--- src/rtl/mem_pkg.sv ---
// mem_pkg: shared types and helpers for the load/store MEM stage.
//   memop_t  - memory operation encoding carried from EX/MEM
//   state_t  - bus access FSM states (IDLE, WAIT, DONE)
//   is_load / is_store / op_misaligned - operation classification helpers
package mem_pkg;

    typedef enum logic [3:0] {
        NOP = 4'd0,
        LB  = 4'd1,
        LBU = 4'd2,
        LH  = 4'd3,
        LHU = 4'd4,
        LW  = 4'd5,
        SB  = 4'd6,
        SH  = 4'd7,
        SW  = 4'd8
    } memop_t;

    typedef enum logic [1:0] {
        IDLE = 2'd0,
        WAIT = 2'd1,
        DONE = 2'd2
    } state_t;

    localparam int LANES = 4;

    function automatic logic is_load(input memop_t op);
        return (op == LB) || (op == LBU) || (op == LH) || (op == LHU) || (op == LW);
    endfunction

    function automatic logic is_store(input memop_t op);
        return (op == SB) || (op == SH) || (op == SW);
    endfunction

    // Halfword accesses need a[0]=0, word accesses need a[1:0]=0.
    function automatic logic op_misaligned(input memop_t op, input logic [1:0] a);
        logic half_op;
        logic word_op;
        half_op = (op == LH) || (op == LHU) || (op == SH);
        word_op = (op == LW) || (op == SW);
        return (half_op && a[0]) || (word_op && (a != 2'b00));
    endfunction

endpackage

--- src/rtl/mem_lane_fmt.sv ---
// mem_lane_fmt: combinational byte-lane formatter for a 32-bit little-endian bus.
//   op          - memory operation
//   a           - low address bits (byte offset within the word)
//   store_data  - register value to store
//   load_raw    - raw word returned by the bus
//   sel         - byte lane selects for the access
//   store_lanes - store data replicated into every lane of its width
//   load_data   - selected lane(s), sign- or zero-extended to 32 bits
module mem_lane_fmt
    import mem_pkg::*;
(
    input  memop_t      op,
    input  logic [1:0]  a,
    input  logic [31:0] store_data,
    input  logic [31:0] load_raw,
    output logic [3:0]  sel,
    output logic [31:0] store_lanes,
    output logic [31:0] load_data
);

    logic [7:0]  lane_byte [LANES];
    logic [31:0] byte_rep;
    logic [31:0] half_rep;
    logic [7:0]  pick_b;
    logic [15:0] pick_h;

    // Lane gi carries bits [8gi+7:8gi]; halfword replication alternates low/high byte.
    for (genvar gi = 0; gi < LANES; gi++) begin : g_lane
        assign lane_byte[gi]       = load_raw[8*gi +: 8];
        assign byte_rep[8*gi +: 8] = store_data[7:0];
        assign half_rep[8*gi +: 8] = store_data[8*(gi%2) +: 8];
    end

    assign pick_b = lane_byte[a];
    assign pick_h = a[1] ? load_raw[31:16] : load_raw[15:0];

    always_comb begin
        sel         = 4'b0000;
        store_lanes = 32'h0;
        load_data   = 32'h0;
        case (op)
            LB:  begin sel = 4'b0001 << a;             load_data = {{24{pick_b[7]}}, pick_b};  end
            LBU: begin sel = 4'b0001 << a;             load_data = {24'h0, pick_b};            end
            LH:  begin sel = a[1] ? 4'b1100 : 4'b0011; load_data = {{16{pick_h[15]}}, pick_h}; end
            LHU: begin sel = a[1] ? 4'b1100 : 4'b0011; load_data = {16'h0, pick_h};            end
            LW:  begin sel = 4'b1111;                  load_data = load_raw;                   end
            SB:  begin sel = 4'b0001 << a;             store_lanes = byte_rep;                 end
            SH:  begin sel = a[1] ? 4'b1100 : 4'b0011; store_lanes = half_rep;                 end
            SW:  begin sel = 4'b1111;                  store_lanes = store_data;               end
            default: ;
        endcase
    end

endmodule

--- src/rtl/mem_ls_stage.sv ---
// mem_ls_stage: MEM pipeline stage with load/store over a req/ack data bus.
//   Non-memory ops pass wd/wreg/wdata straight through with zero latency.
//   Loads/stores raise mem_ce_o and stall_req_o in the issue cycle, wait for
//   mem_ack_i (up to MAX_WAIT cycles, else bus_err_o), then present the result
//   for one DONE cycle.
// Ports:
//   clk, rst (sync, active-low)            - clock and reset
//   wd_i, wreg_i, wdata_i, memop_i,
//   mem_addr_i, store_data_i               - from EX/MEM
//   mem_addr_o, mem_we_o, mem_sel_o,
//   mem_data_o, mem_ce_o, mem_data_i,
//   mem_ack_i                              - data bus
//   wd_o, wreg_o, wdata_o                  - to MEM/WB
//   stall_req_o, bus_err_o                 - pipeline control / error pulse
//   align_exc_o                            - only when MEM_ALIGN_EXC_EN is defined
// Build option: define MEM_ALIGN_EXC_EN to trap misaligned halfword/word accesses.
module mem_ls_stage
    import mem_pkg::*;
#(
    parameter int DATA_W     = 32,
    parameter int ADDR_W     = 32,
    parameter int REG_ADDR_W = 5,
    parameter int MAX_WAIT   = 15
) (
    input  logic                  clk,
    input  logic                  rst,
    input  logic [REG_ADDR_W-1:0] wd_i,
    input  logic                  wreg_i,
    input  logic [DATA_W-1:0]     wdata_i,
    input  memop_t                memop_i,
    input  logic [ADDR_W-1:0]     mem_addr_i,
    input  logic [DATA_W-1:0]     store_data_i,
    output logic [ADDR_W-1:0]     mem_addr_o,
    output logic                  mem_we_o,
    output logic [DATA_W/8-1:0]   mem_sel_o,
    output logic [DATA_W-1:0]     mem_data_o,
    output logic                  mem_ce_o,
    input  logic [DATA_W-1:0]     mem_data_i,
    input  logic                  mem_ack_i,
    output logic [REG_ADDR_W-1:0] wd_o,
    output logic                  wreg_o,
    output logic [DATA_W-1:0]     wdata_o,
    output logic                  stall_req_o,
`ifdef MEM_ALIGN_EXC_EN
    output logic                  align_exc_o,
`endif
    output logic                  bus_err_o
);

    localparam int CNT_W = $clog2(MAX_WAIT + 1);

    state_t                state_reg, state_next;
    logic [CNT_W-1:0]      cnt_reg, cnt_next;
    logic [REG_ADDR_W-1:0] wd_reg;
    logic                  wreg_reg;
    logic [DATA_W-1:0]     wdata_reg;
    memop_t                op_reg;
    logic [ADDR_W-1:0]     addr_reg;
    logic [DATA_W-1:0]     sdata_reg;
    logic [DATA_W-1:0]     rdata_reg;

    logic                  latch_en, cap_en, bus_active, use_latched, exc;
    memop_t                fmt_op;
    logic [ADDR_W-1:0]     fmt_addr;
    logic [DATA_W-1:0]     fmt_sdata;
    logic [3:0]            fmt_sel;
    logic [DATA_W-1:0]     fmt_store, fmt_load;

    // Issue cycle drives the bus from the live inputs; afterwards from the latches,
    // so the bus stays stable while the pipeline upstream is stalled.
    assign use_latched = (state_reg != IDLE);
    assign fmt_op      = use_latched ? op_reg    : memop_i;
    assign fmt_addr    = use_latched ? addr_reg  : mem_addr_i;
    assign fmt_sdata   = use_latched ? sdata_reg : store_data_i;

    mem_lane_fmt u_fmt (
        .op          (fmt_op),
        .a           (fmt_addr[1:0]),
        .store_data  (fmt_sdata),
        .load_raw    (rdata_reg),
        .sel         (fmt_sel),
        .store_lanes (fmt_store),
        .load_data   (fmt_load)
    );

    assign mem_ce_o   = bus_active;
    assign mem_we_o   = bus_active & is_store(fmt_op);
    assign mem_addr_o = bus_active ? {fmt_addr[ADDR_W-1:2], 2'b00} : '0;
    assign mem_sel_o  = bus_active ? fmt_sel : '0;
    assign mem_data_o = bus_active ? fmt_store : '0;

    // Everything is gated by rst so all outputs read 0 while reset is held.
    always_comb begin
        state_next  = state_reg;
        cnt_next    = cnt_reg;
        latch_en    = 1'b0;
        cap_en      = 1'b0;
        bus_active  = 1'b0;
        stall_req_o = 1'b0;
        bus_err_o   = 1'b0;
        wd_o        = '0;
        wreg_o      = 1'b0;
        wdata_o     = '0;
        exc         = 1'b0;
`ifdef MEM_ALIGN_EXC_EN
        exc         = rst && (state_reg == IDLE) && op_misaligned(memop_i, mem_addr_i[1:0]);
        align_exc_o = exc;
`endif
        if (rst) begin
            case (state_reg)
                IDLE: begin
                    if (is_load(memop_i) || is_store(memop_i)) begin
                        if (!exc) begin
                            bus_active  = 1'b1;
                            stall_req_o = 1'b1;
                            latch_en    = 1'b1;
                            state_next  = WAIT;
                        end
                    end else begin
                        wd_o    = wd_i;
                        wreg_o  = wreg_i;
                        wdata_o = wdata_i;
                    end
                end
                WAIT: begin
                    bus_active = 1'b1;
                    // cnt_reg counts earlier WAIT cycles; ack is checked first so it wins a tie.
                    if (mem_ack_i) begin
                        cap_en      = 1'b1;
                        stall_req_o = 1'b1;
                        cnt_next    = '0;
                        state_next  = DONE;
                    end else if (cnt_reg == CNT_W'(MAX_WAIT - 1)) begin
                        bus_err_o  = 1'b1;
                        cnt_next   = '0;
                        state_next = IDLE;
                    end else begin
                        stall_req_o = 1'b1;
                        if (cnt_reg < CNT_W'(MAX_WAIT))
                            cnt_next = cnt_reg + 1'b1;
                    end
                end
                DONE: begin
                    wd_o       = wd_reg;
                    wreg_o     = is_load(op_reg) & wreg_reg;
                    wdata_o    = is_load(op_reg) ? fmt_load : wdata_reg;
                    state_next = IDLE;
                end
                default: state_next = IDLE;
            endcase
        end
    end

    always_ff @(posedge clk) begin
        if (!rst) begin
            state_reg <= IDLE;
            cnt_reg   <= '0;
            wd_reg    <= '0;
            wreg_reg  <= 1'b0;
            wdata_reg <= '0;
            op_reg    <= NOP;
            addr_reg  <= '0;
            sdata_reg <= '0;
            rdata_reg <= '0;
        end else begin
            state_reg <= state_next;
            cnt_reg   <= cnt_next;
            if (latch_en) begin
                wd_reg    <= wd_i;
                wreg_reg  <= wreg_i;
                wdata_reg <= wdata_i;
                op_reg    <= memop_i;
                addr_reg  <= mem_addr_i;
                sdata_reg <= store_data_i;
            end
            if (cap_en)
                rdata_reg <= mem_data_i;
        end
    end

endmodule
--- config.mk ---
export PLATFORM = sky130hd
export DESIGN_NAME = mem_ls_stage
export DESIGN_NICKNAME = d
export VERILOG_FILES = /design/src/rtl/mem_pkg.sv /design/src/rtl/mem_lane_fmt.sv /design/src/rtl/mem_ls_stage.sv
export SDC_FILE = /design/constraint.sdc
export NUM_CORES = 1
export LEC_CHECK = 0
export ABC_AREA = 1
export CAP_MARGIN = 25
export CORE_MARGIN = 4
export CORE_UTILIZATION = 45
export DETAILED_ROUTE_END_ITERATION = 16
export GPL_TIMING_DRIVEN = 0
export PLACE_DENSITY = 0.75
export SLEW_MARGIN = 15
export SYNTH_ARGS = -nofsm -noshare
export SYNTH_HDL_FRONTEND = slang
export SYNTH_SLANG_ARGS = --single-unit
--- constraint.sdc ---
create_clock -name clk -period 3 [get_ports clk]
set_input_delay 0.6 -clock clk [delete_from_list [all_inputs] [get_ports clk]]
set_output_delay 0.6 -clock clk [all_outputs]
set_load 0.005 [all_outputs]
==> results.cfg, run 1 <==
[yosys]
yosys.area.top_type_share_pct = 32.90
synth_area_per_cell_um2 = 6.076
syn_area_um2 = 8761
ys_seq_area_share_pct = 32.90
yosysWarnings = 0
ys_top_cells_by_count = 446 x nand2_1, 160 x a21oi_1, 156 x inv_1
yosysMostFrequentCell = nand2_1
synth_area_leader_cell = dfxtp_1
synthCells = 1442
synth-edff-count = 0
synthArstFlopShare_pct = 0
ys_seq_elements = 144
synth_cell_types = 34
synth.area.top_cells = dfxtp_1 33%, nand2_1 19%, a21oi_1 9.1%, o21ai_0 7.9%, inv_1 6.7%
synth_ff_type = dfxtp_1

[outcome]
violations = negative setup slack
status = complete, but fails checks

[run]
cap_violations = 0

[global_route]
antenna_found_initial = 1
grt_pass1_vias = 10460
grt_use_total_pct = 30.19
grt_max_degree = 20
grt_pass1_wl_um = 53390
grt.overflow.total = 0

[placed_design]
hpwl_um = 24640
gp_routability_congestion = 0.9881
io_buffers = 248
dp.cells = 1951
placed_cell_area_um2 = 11570

[clock_network]
cts_buffers = 17
clk_path_buf_depth = 2
cts_hold_buf = 0
cts_tree = done
cts-root-buf = clkbuf_16
cts_sinks = 144
clk_latency_ps = 440
htree_levels = 4
clk_pin_slew_ps = 70

[power_and_ir_drop]
sequentialPowerShare_pct = 32.0
ir_drop_mv = 0.4360
switching_power_mw = 2.409
swShare_pct = 35.85
p_leak_nw = 6.510
internal_power_mw = 4.311
power_frac_clock_pct = 32.9
combPwrFrac_pct = 35.1
p_per_area_nw_per_um2 = 496.4
finalPower_mw = 6.720

[layout]
fin_util_pct = 71.42
fin_area_um2 = 13540
drive_gt1_share_pct = 22.14
diodes = 0
final_cells = 2058
syn2layout_area_growth_pct = 54.53
final_nets = 1926

[timing]
fmax_mhz = 301.8
hold_violations = 0
slew_headroom_pct = 47.04
final.setup.worst_slack_ps = -313.6
slew_violations = 0
rsz0062_at_grt = yes
worst_slew_pin_slew_ps = 794.5
finalSetupViolCount = 37
period_needed_ps = 3314
fin_skew_ps = 15.90
fin_crit_sh_pct = 110.5

[route]
routed_wl_um = 35750
routed-via-count = 11180
avgRoutedWirePerCell_um = 17.37
via_per_inst = 5.433
drt_first_pass_iters = 7
post-route-drc-count = 0
detail-route-antenna-nets = 0
drt_iter0_drc = 1031

[critical_path]
rr_worst_depth = 10
critPathMaxFanout = 8
critPathKind = flip-flop to output pin
worstPathRequired_ps = 2400
max_stage_delay_ps = 370
end_kind = output pin
cp_cell_sequence = nor2_4, buf_12, nand2_8, buf_4, a21oi_4, buf_6, nand2_4, nand2_8, buf_4, nand3_1, nand3b_1, nand2_1, a21oi_2, buf_2
slowest_stage = dfxtp_4
start_kind = flip-flop
cp.arrival_ps = 2710

[floorplan]
placementRows = 50
die_h_um = 147.5
coreArea_um2 = 18960
io_pins = 251
floorplan.initialDensity_pct = 46.22
die-area_um2 = 21770
fp.dieW_um = 147.5

[min_path]
holdPathStages = 2
worstHoldPathType = flip-flop to flip-flop
-- cell usage in the layout, fill, tap and decap left out, types with 17 or more instances in the layout --
cell type        netlist  routed
clkbuf_1              51      26
buf_6                  5      27
nor2_1               108      91
o21ai_0              138     127
buf_4                  5      53
dfxtp_1              144     142
nand3_1               94      77
nand2_2               13      29
clkbuf_2               0      38
a21oi_1              160     133
inv_1                156     150
dlymetal6s2s_1         0      19
buf_2                 25      53
clkdlybuf4s50_1        0     136
nand2_1              446     412
dlygate4sd2_1          0      33
o31ai_1               23      23
a21oi_2               18      40
nand2_4               10      19
clkbuf_16              0      17
-- power groups by stage --
stage	registers, mW	logic [mW]	clock network (mW)
6_report	2.15	2.36	2.21
5_1_grt	2.16	2.54	2.29
4_1_cts	2.14	2.03	2.21
3_5_place_dp	2.18	1.78	0
3_3_place_gp	2.18	1.76	0
2_1_floorplan	2.16	1.04	0
-- logic make-up (layout without fill, tap and decap cells) --
logic type                after synthesis  in the layout  synth area share (%)
buffers and inverters                 258            612                 12.07
other                                   1              2               0.04280
and+or+nand+nor                       685            686                 32.86
AOI/OAI and AO/OA                     353            353                 22.02
DFF                                   144            144                 32.90
xor gates and xnor gates                1              1               0.09999
-- repair_timing --
action / 4_1_cts / 5_1_grt
setup buffers: 26 / 43
gates resized for setup: 303 / 239
endpoints found under the setup margin: 107 / 99
gates cloned: 3 / 4
pin swaps: 31 / 55
-- layer usage --
layer  wire (um)  up-vias  track usage [%]
li1            -     5307                -
met1       13540     5137            35.70
met2       17170      608            51.27
met3        3382      127            8.768
met4        1632        2            12.63
met5          14        -                0
-- area by class of cell --
class / count / area, um2
Inverter: 166 / 653.1
Timing Repair Buffer: 323 / 2947
Fill cell: 1616 / 5418
Multi-Input combinational cell: 1042 / 5538
Clock inverter: 15 / 173.9
Sequential cell: 144 / 2890
Buffer: 91 / 585.6
Tap cell: 260 / 325.3
Clock buffer: 17 / 425.4
-- worst paths after layout --
| check | endpoint | slack, ps | start |
|---|---|---|---|
| worst max register to register | wdata_reg[9]$_SDFFE_PN0P_ | 680 | state_reg[0]$_SDFFE_PN0P_ |
| worst min register to register | sdata_reg[19]$_SDFFE_PN0P_ | 450 | sdata_reg[19]$_SDFFE_PN0P_ |
| worst max-delay path | wdata_o[6] | -310 | state_reg[0]$_SDFFE_PN0P_ |
| worst min-delay path | sdata_reg[19]$_SDFFE_PN0P_ | 450 | sdata_reg[19]$_SDFFE_PN0P_ |
-- critical path: cells and delay by family (launching register included) --
kind | cells | cell delay [ps]
AND/OR/NAND/NOR | 7 | 720
buffers and inverters | 5 | 760
AO/OA/AOI/OAI | 2 | 430
flip-flops | 1 | 370
-- per-stage QoR --
step                TNS (ps)  worst slack (ps)  hold WS [ps]
finish                 -4157            -313.6         450.3
global placement      -61810            -878.6         433.1
floorplan                  0             684.3         424.5
CTS                    -2772            -187.3         451.0
detailed placement    -63850            -947.5         441.7
global route           -8850            -342.2         466.0
(Power assumes the default switching activity.)
==> inputs of run 2 (changes only) <==
CORE_MARGIN = default   (was 4)
==> run 2 against run 1 <==
The run still ends with negative setup slack left. Maximum frequency up 3.9%. Flip-flop and latch count unchanged. Sequential power about the same. Via count is 0.83% lower. Cell area rose by 2.1%. Routed wire length decreased by 2.5%. Highest routed layer is now met4. Combinational power about the same. Global-route usage increased by 3.8 points. Critical path type unchanged. Count of clock-buffer cells in the layout up 2. Critical endpoint is now wdata_o[16]. Die area shrank 8.0%.
==> results.cfg, run 2 (synthesis results as in run 1) <==
[critical_path]
path_delay_family = simple AND/OR/NAND/NOR gates
reg2reg_to = wdata_reg[18]$_SDFFE_PN0P_
cp.arrival_ps = 2590
critPathKind = flip-flop to output pin
rr_worst_depth = 9
cp_cell_sequence = nor2_4, buf_12, buf_12, nand2_8, nand2_8, nand2_4, nand2_2, nand2_2, nand2_4, nand2_8, buf_6, buf_4, nand3_2, nand2_1, nand2_1, nand2_1, a21oi_1, buf_2
slowest_stage = dfxtp_4
end_kind = output pin
rrSetupSlack_ps = 880
critPathBufInv = 5
worstPathRequired_ps = 2400
critPathMaxFanout = 6
max_stage_delay_ps = 380
worstReg2RegStart = state_reg[1]$_SDFFE_PN0P_
start_kind = flip-flop

[layout]
final_nets = 1927
diodes = 0
syn2layout_area_growth_pct = 57.70
layout.cells.most_common = nand2_1
final_cells = 2059
drive_gt1_share_pct = 22.57
nFillCells = 1553
layout.cells.most_common_list = 388 x nand2_1, 151 x inv_1, 144 x clkdlybuf4s50_1

[timing]
finalSetupTns_ps = -3127
fin_skew_ps = 6.846
slew_headroom_pct = 48.75
slew_violations = 0
finalSetupViolCount = 48
hold_violations = 0
fin_crit_sh_pct = 106.4
worst_slew_pin_slew_ps = 768.7
final.setup.worst_slack_ps = -190.8
period_needed_ps = 3191
fmax_mhz = 313.4
rsz0062_at_grt = yes

[min_path]
worstHoldPathType = flip-flop to flip-flop
holdPathStages = 2
worst_hold_path.endpoint = sdata_reg[19]$_SDFFE_PN0P_
min_from = sdata_reg[19]$_SDFFE_PN0P_

[placed_design]
dp.cells = 1951
io_buffers = 248
gp_routability_congestion = 0.9826
hpwl_um = 24340

[outcome]
status = complete, but fails checks
violations = negative setup slack

[floorplan]
io_pins = 251
coreArea_um2 = 18890
floorplan.initialDensity_pct = 46.37
fp.dieW_um = 141.5
placementRows = 50
die_h_um = 141.5
die-area_um2 = 20030

[global_route]
grt_pass1_wl_um = 53470
antenna_found_initial = 1
grt_use_total_pct = 34.02
grt.overflow.total = 0
grt_max_degree = 20
grt_pass1_vias = 10370

[route]
drt_iter0_drc = 826
avgRoutedWirePerCell_um = 16.93
post-route-drc-count = 0
routed-via-count = 11090
routed_wl_um = 34850
via_per_inst = 5.385
drt_first_pass_iters = 5
detail-route-antenna-nets = 0

[clock_network]
clk_path_buf_depth = 2
cts_tree = done
cts_hold_buf = 0
htree_levels = 4
clk_pin_slew_ps = 60
cts-root-buf = clkbuf_16
cts_sinks = 144
clk_latency_ps = 430
cts_buffers = 17

[power_and_ir_drop]
p_per_area_nw_per_um2 = 491.6
finalPower_mw = 6.792
p_leak_nw = 6.494
ir_drop_mv = 0.4131

[run]
cap_violations = 0
==> run 2: worst max-delay path by stage <==
| stage | to | cells past startpoint | slack [ps] | start |
|---|---|---|---|---|
| finish | wdata_o[16] | 18 | -190 | state_reg[1]$_SDFFE_PN0P_ |
| global route | wdata_o[16] | 18 | -280 | state_reg[1]$_SDFFE_PN0P_ |
| CTS | wdata_o[30] | 17 | -170 | state_reg[1]$_SDFFE_PN0P_ |
| detailed placement | stall_req_o | 10 | -950 | memop_i[1] |
| global placement | stall_req_o | 10 | -860 | memop_i[1] |
| floorplan | mem_addr_o[11] | 9 | 680 | memop_i[0] |
==> run 2: layer usage <==
metal,vias to the layer above,global-route usage [%],wire length [um]
li1,5309,-,-
met3,135,7.729,3054
met5,-,0,0
met4,0,19.24,1896
met2,570,58.13,16370
met1,5074,39.17,13530
==> run 2: area by class of cell <==
type | instances | area [um2] | share of cell area [%]
inverters | 166 | 645.6 | 4.673
multi-input cells | 1041 | 5702 | 41.27
clock buffers | 19 | 442.9 | 3.206
repair buffers | 330 | 3068 | 22.21
plain buffers | 86 | 564.3 | 4.084
well taps | 260 | 325.3 | 2.355
clock inverters | 13 | 177.7 | 1.286
flip-flops and latches | 144 | 2890 | 20.92
==> run 2: worst register-to-register path, stage by stage, from the launching register on <==
cell and delay (ps):
dfxtp_4 380, nor2_4 190, buf_4 190, buf_4 120, nand3_2 110, buf_6 240
inv_1 220, clkbuf_1 410, nand2_1 110, nand2_1 90
==> run 2: power breakdown <==
part / switching (mW) / internal (mW)
combinational: 1.37 / 1.01
sequential: 0.0810 / 2.07
clock: 0.918 / 1.35
==> run 2: what timing repair did <==
| item | in CTS | in global routing |
|---|---|---|
| setup buffers | 59 | 21 |
| setup endpoints to repair | 107 | 79 |
| gates resized for setup | 432 | 106 |
| gates cloned | 6 | 0 |
| pin swaps | 64 | 64 |
==> run 2: through the flow <==
step / util (%) / setup WS [ps] / hold WS (ps) / area (um2)
6_report: 73.13 / -190.8 / 450.7 / 13820
3_5_place_dp: 61.25 / -951.2 / 441.7 / 11570
5_1_grt: 73.13 / -279.3 / 470.0 / 13820
3_3_place_gp: 61.25 / -864.9 / 434.6 / 11570
2_1_floorplan: - / 684.3 / 424.5 / 8765
4_1_cts: 70.62 / -170.5 / 450.8 / 13340
==> inputs of run 3 (changes only) <==
ABC_CLOCK_PERIOD_IN_PS = 3000   (was default)
==> results of run 3 <==
The final DEF is identical to that of run 2; final timing and power are the same.
